===== config.mk =====
export PLATFORM = sky130hd
export DESIGN_NAME = fft_addr_sequencer
export DESIGN_NICKNAME = d
export VERILOG_FILES = /design/src/rtl/fft_pkg.sv /design/src/rtl/fft_bf_addr_gen.sv /design/src/rtl/fft_addr_sequencer.sv
export SDC_FILE = /design/constraint.sdc
export NUM_CORES = 1
export LEC_CHECK = 0
export CORE_ASPECT_RATIO = 1.1
export CORE_MARGIN = 10
export CORE_UTILIZATION = 56
export DETAILED_ROUTE_END_ITERATION = 7
export PLACE_DENSITY = 0.9
export SETUP_SLACK_MARGIN = 0.15
export SYNTH_ARGS = -nofsm -noshare
export SYNTH_HDL_FRONTEND = slang
export SYNTH_SLANG_ARGS = --single-unit

===== constraint.sdc =====
create_clock -name clk -period 6.4 [get_ports clk]
set_input_delay 0.96 -clock clk [delete_from_list [all_inputs] [get_ports clk]]
set_output_delay 0.96 -clock clk [all_outputs]
set_load 0.01 [all_outputs]

===== src/rtl/fft_pkg.sv =====
// Shared types and helpers for the FFT address sequencer: FSM state encoding,
// width helpers derived from LOG2N and the bit-reversal used for load addresses.
package fft_pkg;

    localparam int MAX_LOG2N = 12;

    typedef enum logic [2:0] {
        ST_IDLE,
        ST_LOAD,
        ST_ISSUE,
        ST_DRAIN,
        ST_DONE
    } state_e;

    function automatic int n_of(input int log2n);
        return 1 << log2n;
    endfunction

    function automatic int stage_width(input int log2n);
        return $clog2(log2n);
    endfunction

    // Reverses the low 'width' bits of v; bits above 'width' come back as zero.
    function automatic logic [MAX_LOG2N-1:0] bitrev(input logic [MAX_LOG2N-1:0] v,
                                                    input int width);
        logic [MAX_LOG2N-1:0] r;
        r = '0;
        for (int i = 0; i < MAX_LOG2N; i++) begin
            for (int j = 0; j < MAX_LOG2N; j++) begin
                if ((i < width) && (i + j == width - 1)) begin
                    r[i] = v[j];
                end
            end
        end
        return r;
    endfunction

endpackage


===== src/rtl/fft_bf_addr_gen.sv =====
// Combinational radix-2 DIT butterfly address and twiddle generator for
// stage s, butterfly index b (inputs arrive bit-reversed, outputs in order).
module fft_bf_addr_gen
    import fft_pkg::*;
#(
    parameter int LOG2N = 10,
    parameter int SW    = stage_width(LOG2N)
) (
    input  logic [SW-1:0]    s_i,
    input  logic [LOG2N-2:0] b_i,
    output logic [LOG2N-1:0] addr_a_o,
    output logic [LOG2N-1:0] addr_b_o,
    output logic [LOG2N-2:0] twiddle_o
);

    logic [LOG2N-1:0] b_ext;
    logic [LOG2N-1:0] span;
    logic [LOG2N-1:0] pos;
    logic [LOG2N-1:0] group_base;
    logic [SW:0]      s_plus1;
    logic [SW-1:0]    tw_shift;

    always_comb begin
        b_ext      = {1'b0, b_i};
        span       = LOG2N'(1) << s_i;
        pos        = b_ext & (span - LOG2N'(1));
        s_plus1    = {1'b0, s_i} + (SW+1)'(1);
        // Each group of 'span' butterflies covers 2*span consecutive points.
        group_base = (b_ext >> s_i) << s_plus1;
        addr_a_o   = group_base | pos;
        addr_b_o   = addr_a_o + span;
        tw_shift   = SW'(LOG2N - 1) - s_i;
        twiddle_o  = (LOG2N-1)'(pos << tw_shift);
    end

endmodule


===== src/rtl/fft_addr_sequencer.sv =====
// In-place radix-2 FFT address sequencer: loads N samples at bit-reversed
// addresses, then issues LOG2N stages of butterflies with a drain gap per stage.
module fft_addr_sequencer
    import fft_pkg::*;
#(
    parameter int LOG2N  = 10,
    parameter int BF_LAT = 4
) (
    input  logic                          clk,
    input  logic                          rst,
    input  logic                          start,
    output logic                          idle,
    output logic                          done,
    input  logic                          load_valid,
    output logic                          load_ready,
    output logic [LOG2N-1:0]              load_addr,
    output logic                          bf_valid,
    input  logic                          bf_ready,
    output logic [LOG2N-1:0]              bf_addr_a,
    output logic [LOG2N-1:0]              bf_addr_b,
    output logic [LOG2N-2:0]              bf_twiddle,
    output logic [stage_width(LOG2N)-1:0] bf_stage
);

    localparam int SW  = stage_width(LOG2N);
    localparam int CW  = LOG2N;
    localparam int BW  = LOG2N - 1;
    localparam int DW  = (BF_LAT > 1) ? $clog2(BF_LAT) : 1;

    localparam logic [SW-1:0] S_LAST = SW'(LOG2N - 1);
    localparam logic [DW-1:0] D_LAST = DW'(BF_LAT - 1);

    state_e        state_q, state_d;
    logic [CW-1:0] c_q, c_d;
    logic [BW-1:0] b_q, b_d;
    logic [SW-1:0] s_q, s_d;
    logic [DW-1:0] drain_q, drain_d;

    logic [LOG2N-1:0] gen_a;
    logic [LOG2N-1:0] gen_b;
    logic [LOG2N-2:0] gen_tw;

    always_ff @(posedge clk) begin
        if (rst) begin
            state_q <= ST_IDLE;
            c_q     <= '0;
            b_q     <= '0;
            s_q     <= '0;
            drain_q <= '0;
        end else begin
            state_q <= state_d;
            c_q     <= c_d;
            b_q     <= b_d;
            s_q     <= s_d;
            drain_q <= drain_d;
        end
    end

    always_comb begin
        state_d    = state_q;
        c_d        = c_q;
        b_d        = b_q;
        s_d        = s_q;
        drain_d    = drain_q;
        idle       = 1'b0;
        done       = 1'b0;
        load_ready = 1'b0;
        bf_valid   = 1'b0;
        unique case (state_q)
            ST_IDLE: begin
                idle = 1'b1;
                if (start) begin
                    state_d = ST_LOAD;
                    c_d     = '0;
                    b_d     = '0;
                    s_d     = '0;
                end
            end
            ST_LOAD: begin
                load_ready = 1'b1;
                if (load_valid) begin
                    if (c_q == '1) begin
                        c_d     = '0;
                        b_d     = '0;
                        s_d     = '0;
                        state_d = ST_ISSUE;
                    end else begin
                        c_d = c_q + CW'(1);
                    end
                end
            end
            ST_ISSUE: begin
                bf_valid = 1'b1;
                if (bf_ready) begin
                    if (b_q == '1) begin
                        drain_d = '0;
                        state_d = ST_DRAIN;
                    end else begin
                        b_d = b_q + BW'(1);
                    end
                end
            end
            ST_DRAIN: begin
                // Lets the last write-backs of this stage land before the next reads them.
                if (drain_q == D_LAST) begin
                    if (s_q == S_LAST) begin
                        state_d = ST_DONE;
                    end else begin
                        s_d     = s_q + SW'(1);
                        b_d     = '0;
                        state_d = ST_ISSUE;
                    end
                end else begin
                    drain_d = drain_q + DW'(1);
                end
            end
            ST_DONE: begin
                done    = 1'b1;
                b_d     = '0;
                s_d     = '0;
                state_d = ST_IDLE;
            end
            default: begin
                state_d = ST_IDLE;
            end
        endcase
    end

    fft_bf_addr_gen #(
        .LOG2N (LOG2N),
        .SW    (SW)
    ) u_bf_addr_gen (
        .s_i       (s_q),
        .b_i       (b_q),
        .addr_a_o  (gen_a),
        .addr_b_o  (gen_b),
        .twiddle_o (gen_tw)
    );

    always_comb begin
        load_addr  = '0;
        bf_addr_a  = '0;
        bf_addr_b  = '0;
        bf_twiddle = '0;
        bf_stage   = s_q;
        if (state_q == ST_LOAD) begin
            load_addr = LOG2N'(bitrev(MAX_LOG2N'(c_q), LOG2N));
        end
        if (state_q == ST_ISSUE) begin
            bf_addr_a  = gen_a;
            bf_addr_b  = gen_b;
            bf_twiddle = gen_tw;
        end
    end

endmodule


==> results.md, run 1 <==
- Max-slew headroom: 0.301
- Placed inst area: 4070 um2
- Fin crit period: approximately 5.8 ns
- Compound-Gate Fraction of Synth Area: 0.244
- Die width: 96.3 um
- CTS clock-pin slew for the worst setup and hold paths: 0.09 ns
- Asr flop ratio synth: 0
- Starting Density: 0.579
- First-pass GRT wire length: 17.4 mm
- Reg2Reg Depth: 6
- Setup Buffers After CTS: 0
- Total Die Area: 10000 um2
- Number of cells on the worst hold path: 2
- Synthesized cell area: 3590 um2
- Hold Path Class: flop to flop
- CP Capture Type: output pin
- Worst R2R End: state_q[0]
- Max-cap violation count: 0
- Worst-Skew Late Latency: 0.28 ns
- Adder-cell share of the synthesized area: 0.0858
- Detailed Route WL: 10.7 mm
- RSZ-0062 raised after global routing: no
- Final hold slack: 0.506 ns
- Global route overflow: 0
- Ant diodes: 0
- Dpl hpwl: 8.36 mm
- Synth Area in Simple Gates: 0.309
- Post-synthesis mux area share: 0.0868
- Peak VDD IR: 203 uV
- Post-synth EDFFs: 0
- Post-Synth XOR/XNOR Area: 0.0533
- H-Tree Depth: 1
- Tcrit/Tclk final: 0.906
- Residual DRC: 0
- Setup tns final: 0 ns
- WS Path Type: flop to output pin
- Fill count: approximately 540
- Post-Layout Cell Count: 599
- Startpoint Class: flop
- Worst Hold Path EP: drain_q[0]
- DR pass1 iterations: 5
- Worst-path fanout max: 48
- Commonest non-fill, non-tap cell in the layout: nor2_1
- Worst path max stage delay: roughly 0.58 ns
- Ys Warns: 0
- Most common cell on crit path: nand2_1
- Fin worst setup slack: 0.600 ns
- Leak pwr: 1.48 nW
- R2R setup slack: 3.54 ns
- Leading area contributor after synthesis: dfxtp_1
- Largest net degree at the start of global routing: 49
- Inst Count DP: 595
- Clock Skews: 0.00527 ns
- Slew @ Worst Pin: roughly 1.0 ns
- Total global-route track usage: 0.206
- Core Footprint: just over 6000 um2
- Final net count: between 500 and 600
- Peak Freq: 172 MHz
- Worst r2r src: state_q[0]
- Commonest cells after routing, fill and taps aside: 57 x nor2_1, 51 x clkdlybuf4s50_1, 44 x nand2_1, 37 x a21oi_1, 27 x dfxtp_1
- TritonCTS Buffers: 3
- CP Data Arrival Time: roughly 4.8 ns
- Outcome: finished, final reports clean
- Vias in the first global route: 3644
- WP data required: 5.44 ns
- Main synth FF type: dfxtp_1
- # port buffers: 51
- Largest family of logic cells by synthesized area: simple AND/OR/NAND/NOR gates
- Drt wl/cell: ~18 um
- Setup Viol. Count Final: 0
- Top cell type's share of synthesized area: 0.156
- Syn_nets: 524
- Io pins: 52
- CTS root buffer: clkbuf_8
- Final Wtd Congestion: 0.966
- Vias post-DR: 3911
- CTS tree: yes
- Slowest cell on the critical path: mux4_2
- PwrDens: 141 nW/um2
- Avg Inst Size Synth: 7.25 um2
- Place WS: 0.708 ns
- Area contributors post-synth: dfxtp_1 16%, ha_1 8.0%, nor2_1 6.0%, a21oi_1 5.2%, nand2_1 4.6%
- Final ANT Viol Nets: 0
- Cells after synthesis: 495
- Initial antenna violation count: 0
- First DRT Iteration DRCs: 305
- Seq/Total Area, Yosys: 0.156
- Fraction of layout cells with a size suffix above 1: 0.0694
- Synthesized flop and latch total: 28
- Final Max Slew Viols: 0
- Synth cell types: 73
- Final Hold Viols: 0
- Min-delay src: drain_q[0]
- Crit path cell chain: buf_4 -> mux4_2 -> mux2i_1 -> nor3_1 -> o31a_1 -> nand2_1 -> nand3_1 -> ha_1 -> or4_1 -> a211oi_2 -> o31ai_1 -> or3b_1 -> a22o_1 -> nand2_1 -> clkdlybuf4s50_1
- P&R area growth vs syn: 15.0%
- Design area: 4130 um2
- Clock buffer depth: 2
- Vert. Die Dim: 104 um
- Vias per cell: approximately 6.5
- Clock net sink count: 28
- Rows: 30
timing repair:
action                     CTS  global route
hold buffers                 0             0
setup endpoints to repair    0             2
resized for setup            0             1
how the worst max path moves through the flow:
stage,startpoint,to,slack [ns],cells past startpoint
6_report,bf_stage[0],bf_addr_b[9],0.60,15
5_1_grt,bf_stage[0],bf_addr_b[9],0.30,15
4_1_cts,bf_stage[2],bf_addr_b[9],0.38,14
3_5_place_dp,bf_stage[2],bf_addr_b[9],0.71,14
3_3_place_gp,bf_stage[2],bf_addr_b[9],0.80,14
2_1_floorplan,bf_stage[1],bf_addr_b[9],1.16,18
final cells by class:
type                            instances  area, um2  area share
Timing Repair Buffer                   56        548       0.133
Sequential cell                        28        562       0.136
Clock buffer                            4       55.1      0.0133
Tap cell                               80        100      0.0243
Inverter                               18       67.6      0.0164
Multi-Input combinational cell        413       2790       0.677
synthesized netlist by cell type, types with 4 or more instances:
library cell and instances:
buf_2 10, nor2b_1 8, ha_1 23, o21a_1 4, inv_1 15, nand2b_1 5
and2_1 15, mux2_2 7, o22ai_1 5, o21ai_0 21, xor2_1 9, nor3b_1 5
o31ai_1 5, nand3_1 22, clkbuf_1 18, nor3_1 18, mux2i_1 12, or3_1 6
xnor2_1 11, mux4_2 5, a31oi_1 4, and3_1 7, a21oi_1 37, buf_4 5
nor4_1 8, nor2_1 57, o211ai_1 6, nand4_1 6, a21o_1 6, nand2_1 44
dfxtp_1 28
report_power, final:
group | internal, W | switching (W) | total [W]
combinational | 0.0000980 | 0.000158 | 0.000256
clock | 0.0000552 | 0.0000550 | 0.000110
sequential | 0.000187 | 0.0000289 | 0.000216
total | 0.000340 | 0.000241 | 0.000581
layer usage:
| metal | global-route usage | share of wire | routed length [um] |
|---|---|---|---|
| met1 | 0.250 | 0.41 | 4380 |
| met5 | 0 | 0 | 0 |
| met4 | 0.103 | 0.037 | 399 |
| met2 | 0.339 | 0.49 | 5230 |
| met3 | 0.0267 | 0.068 | 727 |
through the flow:
stage / power (W) / util
after global routing: 0.000622 / 0.666
after detailed placement: 0.000472 / 0.657
after floorplan: 0.000396 / -
final: 0.000581 / 0.666
after CTS: 0.000584 / 0.666
after global placement: 0.000466 / 0.657
worst max-delay path: cells and delay by family (launching register included):
family | cells | cell delay, ns
flops | 1 | 0.35
compound gates | 4 | 0.98
simple gates | 6 | 1.23
mux | 2 | 0.79
buf+inv | 2 | 0.97
fa+ha+maj | 1 | 0.23
kinds of logic after synthesis:
group | Yosys count
simple gates | 216
buf+inv | 54
flops | 28
fa+ha+maj | 24
xor+xnor | 21
mux | 24
compound gates | 128
sequential cells by signal (all words and copies together) (netlist names):
register,count
state_q,3
c_q,10
b_q,9
drain_q,2
bf_stage,4
Power figures use the tool's default switching activity.
==> run 2: changes to the inputs <==
- CAP_MARGIN: not set -> 20
- CORE_UTILIZATION: 56 -> 25
- DONT_BUFFER_PORTS: not set -> 1
- PLACE_DENSITY: 0.9 -> 0.46
==> run 2 against run 1 <==
Clock skew decreased by 0.0027 ns. Register-to-register slack lost 0.30 ns. Die area increased by 95%. Fmax increased by 3.0%. Clock-buffer cell count did not move. Cell area down 7.6%. Final cell count up 10%. Sequential cell count stayed put. Critical path depth fell by 1. Routed wire length up 10%. Core utilization shrank 39 points.
==> results.md, run 2 (same netlist as run 1, synthesis figures left out) <==
- Final Hold Viols: 0 (unchanged)
- Int Power: 0.000365 W (was 0.000340 W)
- Final Max Slew Viols: 0 (unchanged)
- GR peak layer: met2 (unchanged)
- CTS tree: yes (unchanged)
- Outcome: finished, final reports clean (unchanged)
- Starting Density: 0.257 (was 0.579)
- Max reg flops: 10 (unchanged)
- Clock buffer depth: 2 (unchanged)
- Commonest cells after routing, fill and taps aside: 57 x nor2_1, 44 x nand2_1, 37 x a21oi_1, 27 x dfxtp_1, 23 x ha_1 (was 57 x nor2_1, 51 x clkdlybuf4s50_1, 44 x nand2_1, 37 x a21oi_1, 27 x dfxtp_1)
- Crit path cell chain: clkinv_1 -> ha_1 -> clkinv_1 -> a21oi_1 -> a221oi_1 -> a21oi_1 -> o31ai_1 -> ha_1 -> or4_1 -> a211oi_2 -> o31ai_1 -> or3b_1 -> a22o_1 -> nand2_1 (was buf_4 -> mux4_2 -> mux2i_1 -> nor3_1 -> o31a_1 -> nand2_1 -> nand3_1 -> ha_1 -> or4_1 -> a211oi_2 -> o31ai_1 -> or3b_1 -> a22o_1 -> nand2_1 -> clkdlybuf4s50_1)
- Clock net sink count: 28 (unchanged)
- Met1 Use GR: 0.150 (was 0.250)
- CP Data Arrival Time: 4.67 ns (was 4.84 ns)
- Leak pwr: 1.34 nW (was 1.48 nW)
- Initial antenna violation count: 0 (unchanged)
- Fin crit period: 5.63 ns (was 5.80 ns)
- Largest net degree at the start of global routing: 28 (was 49)
- CTS clock-pin slew for the worst setup and hold paths: 0.07 ns (was 0.09 ns)
- H-Tree Depth: 1 (unchanged)
- Area of the multi-input gates: 2790 um2 (unchanged)
- DR pass1 iterations: 5 (unchanged)
- Hold-fix buffers, CTS: 0 (unchanged)
- Vias per cell: 5.42 (was 6.53)
- Detailed Route WL: 11.8 mm (was 10.7 mm)
- Slew @ Worst Pin: 0.995 ns (was 1.05 ns)
- Peak VDD IR: 103 uV (was 203 uV)
- Final Core Density: 0.273 (was 0.666)
- Vias post-DR: 3575 (was 3911)
- Biggest register: c_q (unchanged)
- Setup Viol. Count Final: 0 (unchanged)
- P&R area growth vs syn: 6.31% (was 15.0%)
- # port buffers: 0 (was 51)
- WS Path Type: flop to output pin (unchanged)
- Startpoint Class: flop (unchanged)
- Clock power frac: 0.255 (was 0.189)
- Io pins: 52 (unchanged)
- Met2 usage: 0.193 (was 0.339)
- Rows: 45 (was 30)
- Worst-Skew Late Latency: 0.26 ns (was 0.28 ns)
- Worst-path fanout max: 14 (was 48)
- CTS root buffer: clkbuf_16 (was clkbuf_8)
- RSZ-0062 raised after global routing: no (unchanged)
- Max-slew headroom: 0.335 (was 0.301)
- Worst path max stage delay: 0.69 ns (was 0.58 ns)
- TritonCTS Buffers: 3 (unchanged)
- Commonest non-fill, non-tap cell in the layout: nor2_1 (unchanged)
- Combinational fraction of design power: 0.387 (was 0.439)
- Final net count: 502 (was 549)
- First DRT Iteration DRCs: 193 (was 305)
- # resized after CTS: 0 (unchanged)
- Setup tns final: 0 ns (unchanged)
- Fill count: 1577 (was 539)
- Tcrit/Tclk final: 0.880 (was 0.906)
- Setup Buffers After CTS: 0 (unchanged)
- Ant diodes: 0 (unchanged)
- Fraction of layout cells with a size suffix above 1: 0.0847 (was 0.0694)
- Peak Freq: 178 MHz (was 172 MHz)
- Total global-route track usage: 0.116 (was 0.206)
- WP data required: 5.44 ns (about the same)
- Storage element area: 562 um2 (unchanged)
- Total Die Area: 19600 um2 (was 10000 um2)
- Final ANT Viol Nets: 0 (unchanged)
- Core Footprint: 14000 um2 (was 6190 um2)
- Hold Path Class: flop to flop (unchanged)
- GR Util met3: 0.0228 (was 0.0267)
- Clock Skews: 0.00260 ns (was 0.00527 ns)
- Residual DRC: 0 (unchanged)
- Vert. Die Dim: 146 um (was 104 um)
- Vias in the first global route: 3516 (was 3644)
- Dpl hpwl: 9.22 mm (was 8.36 mm)
- PwrDens: 161 nW/um2 (was 141 nW/um2)
- Drt wl/cell: 17.9 um (about the same)
- Reg power frac: 0.357 (was 0.371)
- Slowest cell on the critical path: dfxtp_1 (was mux4_2)
- First-pass GRT wire length: 19.1 mm (was 17.4 mm)
- Die width: 134 um (was 96.3 um)
- Global route overflow: 0 (unchanged)
- Net Sw Frac: 0.405 (was 0.415)
- Final Wtd Congestion: 0.883 (was 0.966)
- CP Capture Type: output pin (unchanged)
- Switching power: 0.000248 W (was 0.000241 W)
- Max-cap violation count: 0 (unchanged)
==> run 2: final timing paths <==
check	slack, ns	depth (start not counted)	endpoint	start
hold / removal	0.50	2	drain_q[0]	drain_q[0]
hold reg to reg	0.50	2	drain_q[0]	drain_q[0]
setup reg to reg	3.24	8	b_q[4]	bf_stage[2]
setup / recovery	0.77	14	bf_addr_b[9]	bf_stage[1]
==> run 2: cell type report <==
cell class / count / area share
timing repair buffer: 9 / 0.0177
sequential: 28 / 0.147
inverter: 18 / 0.0177
clock buffer: 4 / 0.0233
multi-input combinational: 413 / 0.732
tap: 188 / 0.0617
==> run 2: power by group through the flow <==
stage | combinational (W) | clock [W] | sequential, W
final | 0.000237 | 0.000156 | 0.000219
after floorplan | 0.000193 | 0 | 0.000204
after detailed placement | 0.000239 | 0 | 0.000223
after global placement | 0.000239 | 0 | 0.000222
after global routing | 0.000265 | 0.000167 | 0.000223
after CTS | 0.000240 | 0.000161 | 0.000219
==> run 2: metal layers <==
layer / routed length, um / part of all wire / vias to the layer above
met5: 0 / 0 / -
met2: 5650 / 0.48 / 89
met3: 650 / 0.055 / 13
li1: - / - / 1763
met4: 187 / 0.016 / 0
met1: 5330 / 0.45 / 1710
==> run 2: critical path: cells and delay by family, from the launching register on <==
family	cells	cell delay (ns)
AO/OA/AOI/OAI	7	1.31
adder cells (fa/ha/maj)	2	0.70
buffers and inverters	2	0.70
flip-flops	1	0.69
AND/OR/NAND/NOR	3	1.00
==> run 2: per-stage QoR <==
stage / power (W) / std cells / setup slack (ns) / hold slack (ns) / instance area [um2]
after global routing: 0.000655 / 660 / 0.239 / 0.519 / 3810
after floorplan: 0.000396 / 495 / 1.16 / 0.465 / 3590
after CTS: 0.000620 / 660 / 0.741 / 0.500 / 3810
after detailed placement: 0.000462 / 656 / 1.01 / 0.490 / 3730
after global placement: 0.000461 / 656 / 1.12 / 0.473 / 3730
final: 0.000613 / 660 / 0.769 / 0.501 / 3810
